`src/rtl/mc_req_buf.sv`:
```
// mc_req_buf: in-order load/store request FIFO between the vector unit and the memory controller; MC_REQ_BUF_STATS_EN builds the issue counters
module mc_req_buf #(
  parameter int DEPTH = 16,
  parameter int AFULL_LVL = 12
) (
  input  logic                     clk,
  input  logic                     reset,
  input  logic                     in_req_ld,
  input  logic                     in_req_st,
  input  logic [47:0]              in_req_vadr,
  input  logic [63:0]              in_req_wrd_rdctl,
  output logic                     in_rd_rq_stall,
  output logic                     in_wr_rq_stall,
  output logic                     mc_req_ld,
  output logic                     mc_req_st,
  output logic [47:0]              mc_req_vadr,
  output logic [63:0]              mc_req_wrd_rdctl,
  input  logic                     mc_rd_rq_stall,
  input  logic                     mc_wr_rq_stall,
  output logic [$clog2(DEPTH):0]   q_cnt,
  output logic                     idle,
  output logic                     err_ovf,
  output logic                     err_both,
  output logic [31:0]              ld_issued,
  output logic [31:0]              st_issued
);
  localparam int AW = $clog2(DEPTH);
  logic [112:0] mem [DEPTH];
  logic [AW-1:0] wr_ptr, rd_ptr;
  logic r_rd_stall, r_wr_stall;
  logic [112:0] head;
  logic full, push_req, pop, push;
  logic [AW:0] cnt_nxt;
  assign head     = mem[rd_ptr];
  assign full     = q_cnt == (AW+1)'(DEPTH);
  assign push_req = in_req_ld ^ in_req_st;
  assign pop      = (q_cnt != '0) && !(head[112] ? r_wr_stall : r_rd_stall);
  assign push     = push_req && (!full || pop);
  assign cnt_nxt  = q_cnt + (AW+1)'(push) - (AW+1)'(pop);
  assign idle     = (q_cnt == '0) && !mc_req_ld && !mc_req_st;
  // Storage carries no reset; emptiness is tracked by the pointers and count.
  always_ff @(posedge clk)
    if (push) mem[wr_ptr] <= {in_req_st, in_req_vadr, in_req_wrd_rdctl};
  // Pointers, occupancy, registered stalls, MC request register and sticky errors.
  always_ff @(posedge clk or posedge reset)
    if (reset) begin
      wr_ptr           <= '0;
      rd_ptr           <= '0;
      q_cnt            <= '0;
      r_rd_stall       <= 1'b0;
      r_wr_stall       <= 1'b0;
      in_rd_rq_stall   <= 1'b0;
      in_wr_rq_stall   <= 1'b0;
      mc_req_ld        <= 1'b0;
      mc_req_st        <= 1'b0;
      mc_req_vadr      <= '0;
      mc_req_wrd_rdctl <= '0;
      err_ovf          <= 1'b0;
      err_both         <= 1'b0;
    end else begin
      if (push) wr_ptr <= wr_ptr + AW'(1);
      if (pop) rd_ptr <= rd_ptr + AW'(1);
      q_cnt          <= cnt_nxt;
      r_rd_stall     <= mc_rd_rq_stall;
      r_wr_stall     <= mc_wr_rq_stall;
      in_rd_rq_stall <= cnt_nxt >= (AW+1)'(AFULL_LVL);
      in_wr_rq_stall <= cnt_nxt >= (AW+1)'(AFULL_LVL);
      mc_req_ld      <= pop && !head[112];
      mc_req_st      <= pop && head[112];
      if (pop) begin
        mc_req_vadr      <= head[111:64];
        mc_req_wrd_rdctl <= head[63:0];
      end
      if (push_req && full && !pop) err_ovf <= 1'b1;
      if (in_req_ld && in_req_st) err_both <= 1'b1;
    end
`ifdef MC_REQ_BUF_STATS_EN
  // Per-type issue counters, wrapping at 2^32.
  always_ff @(posedge clk or posedge reset)
    if (reset) begin
      ld_issued <= '0;
      st_issued <= '0;
    end else begin
      if (pop && !head[112]) ld_issued <= ld_issued + 32'd1;
      if (pop && head[112]) st_issued <= st_issued + 32'd1;
    end
`else
  assign ld_issued = '0;
  assign st_issued = '0;
`endif
endmodule

```
`config.mk`:
```
export PLATFORM = sky130hd
export DESIGN_NAME = mc_req_buf
export DESIGN_NICKNAME = d
export VERILOG_FILES = /design/src/rtl/mc_req_buf.sv
export SDC_FILE = /design/constraint.sdc
export NUM_CORES = 2
export LEC_CHECK = 0
export CAP_MARGIN = 30
export CORE_MARGIN = 3
export CORE_UTILIZATION = 55
export DETAILED_ROUTE_END_ITERATION = 8
export MAX_ROUTING_LAYER = met4
export PLACE_DENSITY = 0.73
export SLEW_MARGIN = 30
export SYNTH_ARGS = -nofsm -noshare
export SYNTH_HDL_FRONTEND = slang
export SYNTH_SLANG_ARGS = --single-unit
```
`constraint.sdc`:
```
create_clock -name clk -period 30.1 [get_ports clk]
set_input_delay 7.525 -clock clk [delete_from_list [all_inputs] [get_ports clk]]
set_output_delay 7.525 -clock clk [all_outputs]
set_load 0.01 [all_outputs]
```
# [Word level (Yosys, flattened, before mapping)]
# Memory sizes are Yosys's and may differ from the RTL's.
# Cells that the tools add are included.
# Widths: inputs -> output; s select.
[totals] register_bits=132 ram_bits=1808 in_bits=118 output_inout_bits=188 elab_cells=41 n_memories=1
[mem_list] memory="mem" depth=16 word_bits=113 read_ports=1 rd_ports_with_merged_regs=0 write_ports=1 line="28" source="logic [112:0] mem [DEPTH];"
[op_classes] add_sub_neg=4 n_lt_le_gt_ge=1 n_eq_ne=1 muxes=3 n_bitwise=1 n_reduce_logical=18
[ops] cell="$logic_and 1x1->1" n=9
[ops] cell="$add 4x1->4 const B" n=2
[ops] cell="$logic_not 1->1" n=6
[ops] cell="$add 5x1->5" n=1
[ops] cell="$eq 5x5->1 const B" n=1
[ops] cell="$ge 5x4->1 const B" n=1
[ops] cell="$logic_not 5->1" n=1
[ops] cell="$reduce_bool 5->1" n=1
[ops] cell="$sub 5x1->5" n=1
[ops] cell="$mux 1" n=3
[ops] cell="$logic_or 1x1->1" n=1
[ops] cell="$xor 1x1->1" n=1

# [Longest topological paths before layout]
# An unclocked memory read counts as a cell.
[depth] ltp_word=9 ltp_mapped=16 mapped_depth_nobuf=15

# [Worst setup path before layout]
# OpenSTA, ideal clock, no wires.
[synth_path] path_kind="input-to-reg" from="in in_req_ld" to="mem mem[0][0], enable pin" setup_time_ns=0.865 t_arrival_ns=19.218 required_time_ns=29.235 path_slack_ns=10.017 cell_stages=4 path_buffers=1 path_cell_list="ha_1 nor3b_2 buf_2 nor4bb_1"
[synth_via] elab_chain_len=4
[synth_lines] item="start: declaration" line="8" source="input logic in_req_ld,"
[synth_lines] item="$xor 1x1->1" line="36" source="assign push_req = in_req_ld ^ in_req_st;"
[synth_lines] item="$logic_and 1x1->1" line="38" source="assign push = push_req && (!full || pop);"
[synth_lines] item="$mux 1" line="43" source="if (push) mem[wr_ptr] <= {in_req_st, in_req_vadr, in_req_wrd_rdctl};"
[synth_lines] item="$mux 1 (not written as such)" line="43"
[synth_lines] item="end: declaration" line="28"
# No other way between the ends.

# [Worst setup path in the final report]
[layout_path] from="in in_req_st" to="mem mem[3][103], enable pin"
[layout_via] elab_chain_len=4
[layout_lines] item="start: declaration" line="9" source="input logic in_req_st,"
[layout_lines] item="$xor 1x1->1" line="36"
[layout_lines] item="$logic_and 1x1->1" line="38"
[layout_lines] item="$mux 1" line="43"
[layout_lines] item="$mux 1 (not written as such)" line="43"
# No other way between the ends.

==> summary.txt <==
Routing
  • DR iter-0 viols: ~3800
  • Antenna Violating Nets Remaining: 0
  • Drt total wl: between 150000 and 200000 um
  • Routed vias: 32504
  • DR pass1 iterations: 6
  • Vias per inst: around 6.3
  • Drt drc: 0
  • WL per Instance: about 31 um

Finish
  • Most frequent cells in the layout: edfxtp_1 (1808), mux4_2 (562), clkdlybuf4s50_1 (241), clkbuf_16 (191), dfrtp_1 (128)
  • Multi-input logic area: around 15000 um^2
  • Filler cells: roughly 8400
  • P&R area growth vs syn: 14.28%
  • Final core occ: 0.6359
  • Reg area: 57610 um^2
  • Fraction of layout instances using a drive strength above 1: 0.2910
  • Commonest non-fill, non-tap cell in the layout: edfxtp_1
  • Post-layout net count: 3400

Yosys
  • Syn Std Cell Area: around 74000 um^2
  • Post-Syn Instances: 2921
  • Mean Syn Cell Area: around 25 um^2
  • Largest family of logic cells by synthesized area: multiplexers
  • Ys Warns: 0
  • Register bit total from synthesis: ~1900
  • Synth area leader: edfxtp_1
  • Top post-synthesis cells by area: edfxtp_1 (74%), mux4_2 (17%), dfrtp_1 (4.5%), mux2_2 (1.3%), buf_4 (0.74%)
  • Synth Area in Simple Gates: 0.004289
  • Post-synthesis sequential area ratio: 0.7834
  • Synth top area share: 0.7385
  • Compound-Gate Fraction of Synth Area: 0.0006978
  • Post-synthesis mux area share: 0.1914
  • Synth Area in Adders: 0.002315
  • Yosys cell types: around 40
  • Xor-xnor portion of the synthesized cell area: 0.001191

Placement
  • Final GP Congestion: about 0.77
  • Port Buffers: 241
  • Pre-CTS setup slack: 17.71 ns
  • HPWL Detailed: 85480 um

Setup path
  • Critical path type: input pin to register
  • Critical path required time: between 30 and 40 ns
  • Largest fanout on the critical path: roughly 50
  • Crit-path cells: clkdlybuf4s50_1, ha_1, nor3b_4, nor4bb_4, buf_4, buf_4
  • Launch point of the worst reg-to-reg path: rd_ptr[2]$_DFFE_PP0N_
  • Worst EP arrival: ~12 ns
  • Max incr delay on CP: around 0.84 ns
  • Worst reg2reg endpoint: mem[3][103]$_DFFE_PP_
  • Reg2Reg Setup Slack: approximately 25 ns
  • Worst path slowest cell: buf_4
  • R2r worst-path depth: 7
  • Critical Path End Type: register
  • Worst setup SP type: input pin
  • Most common cell on crit path: buf_4

Timing
  • Peak Freq: 85.34 MHz
  • RSZ-0062 raised after global routing: false
  • Share of the clock period used by the worst path: 0.3893
  • Fin. max-slew vios: 0
  • Final Hold Fails: 0
  • Tmin final: approximately 12 ns
  • Setup ws final: approximately 18 ns
  • Final setup vio count: 0
  • Final Skew: between 0.02 and 0.025 ns
  • Slew of the pin with the lowest slew margin: 0.9842 ns
  • Setup TNS Final: 0 ns
  • Slew HR: 0.3439
  • Final hold slack: 0.4795 ns

Clock tree
  • Sink Count: between 1500 and 2000
  • CTS tree: done
  • Clock Tree Root: clkbuf_16
  • CTS Buf Count: ~190
  • Hold-fix buffers at CTS: 0
  • Post-CTS setup buffer count: 0
  • Clock slew at reported path FFs: approximately 0.060 ns
  • CTS resizes: 0
  • Worst-Skew Late Latency: between 0.8 and 0.9 ns
  • Clock buffer depth: 3
  • H-tree Lvls: 4

Hold path
  • Cells on Worst Hold Path: 1
  • Hold EP: err_ovf$_DFFE_PP0P_
  • HP Class: register to register
  • Min-Delay Startpoint: err_ovf$_DFFE_PP0P_

Die
  • I/O Pins: around 300
  • Core area: between 100000 and 150000 um^2
  • FP Rows: around 130
  • Die height: about 370 um
  • Horiz. Die Dim: between 300 and 400 um
  • Die area: 138100 um^2
  • Starting density of the core: 0.5564

Power and ir drop
  • PD cells: approximately 97 nW/um^2
  • Maximum VDD drop: roughly 67 uV
  • Leakage: about 27 nW

Flow run
  • Max cap viols: 0

Global routing
  • Largest net degree at the start of global routing: between 100 and 150
  • Gr usage total: 0.2433
  • Antenna violations before repair: 25
  • Congestion Overflow GR: 0
  • First-pass GRT wire length: about 240000 um
  • Vias in the first global route: 34087

Outcome
  • Status: finished, final reports clean
[worst max path at each step]
stage / to / depth (start not counted) / slack, ns / start
floorplan: mem[0][0]$_DFFE_PP_ / 4 / 10.02 / in_req_ld
CTS: mem[3][107]$_DFFE_PP_ / 6 / 18.53 / in_req_st
detailed placement: mem[3][100]$_DFFE_PP_ / 6 / 17.71 / in_req_st
finish: mem[3][103]$_DFFE_PP_ / 6 / 18.38 / in_req_st
global placement: mem[3][101]$_DFFE_PP_ / 6 / 17.20 / in_req_st
global route: mem[3][107]$_DFFE_PP_ / 6 / 18.25 / in_req_st
[cell families (layout without fill, tap and decap cells)]
kind of cell               Yosys count  in the layout
other                                1             82
and+or+nand+nor                     42             42
buffers and inverters              219            661
xor gates and xnor gates            10             10
DFF                               1940           1940
adders and majority gates           13             13
muxes                              688            688
AOI/OAI and AO/OA                    8              8
[cell usage after synthesis]
master	number
edfxtp_1	1808
mux4_2	562
dfrtp_1	132
mux2_2	83
buf_4	72
clkbuf_1	69
buf_2	43
mux2_1	31
buf_1	17
ha_1	12
inv_1	11
mux2i_1	10
and4b_1	8
nor3_1	7
buf_8	6
xnor2_1	5
xor2_1	5
and4_1	4
nor2_1	4
nand4_1	3
nor4bb_1	3
a21o_1	2
a21oi_1	2
mux2_4	2
nand3_1	2
nor3b_1	2
o21ai_0	2
and3_1	1
buf_6	1
conb_1	1
fa_1	1
nand2_1	1
nand2b_1	1
nor2_8	1
nor2b_1	1
nor3b_2	1
nor4_1	1
nor4b_1	1
o2111ai_1	1
o21bai_1	1
or2_2	1
[report_power, final]
part	switching [mW]	internal, mW	total, mW
clock	0.971	1.32	2.29
combinational	1.20	1.22	2.42
sequential	0.150	3.32	3.47
[critical path: cells and delay by family]
family | cells | cell delay [ns]
adders and majority gates | 1 | 0.58
buffers and inverters | 3 | 2.39
and+or+nand+nor | 2 | 1.49
[per-stage QoR]
step / cells / area (um^2) / power (mW)
floorplan: 2984 / 73750 / 5.148
global placement: 4825 / 77710 / 5.877
detailed placement: 4829 / 77780 / 5.941
CTS: 5175 / 83780 / 8.245
global route: 5198 / 84010 / 8.509
finish: 5199 / 84010 / 8.179
[registers in the layout, summed over array words and instances, names as in the netlist, 4 cells and up]
signal / flops
mc_req_wrd_rdctl: 64
mc_req_vadr: 48
rd_ptr: 4
mem: 1808
q_cnt: 5
wr_ptr: 4
[area by class of cell]
class / instances / area share
Inverter: 11 / 0.0005510
Antenna cell: 18 / 0.0005361
Clock buffer: 242 / 0.06012
Multi-Input combinational cell: 825 / 0.1790
Timing Repair Buffer: 304 / 0.03671
Sequential cell: 1940 / 0.6857
Tap cell: 1755 / 0.02614
Clock inverter: 104 / 0.01123
[routing by layer]
layer	GRT usage	routed length, um
met3	0.05990	14780
met1	0.3335	62770
met4	0.06902	3378
met2	0.3712	78770
met5	-	0
No activity file was read; power rests on OpenSTA's default activity.
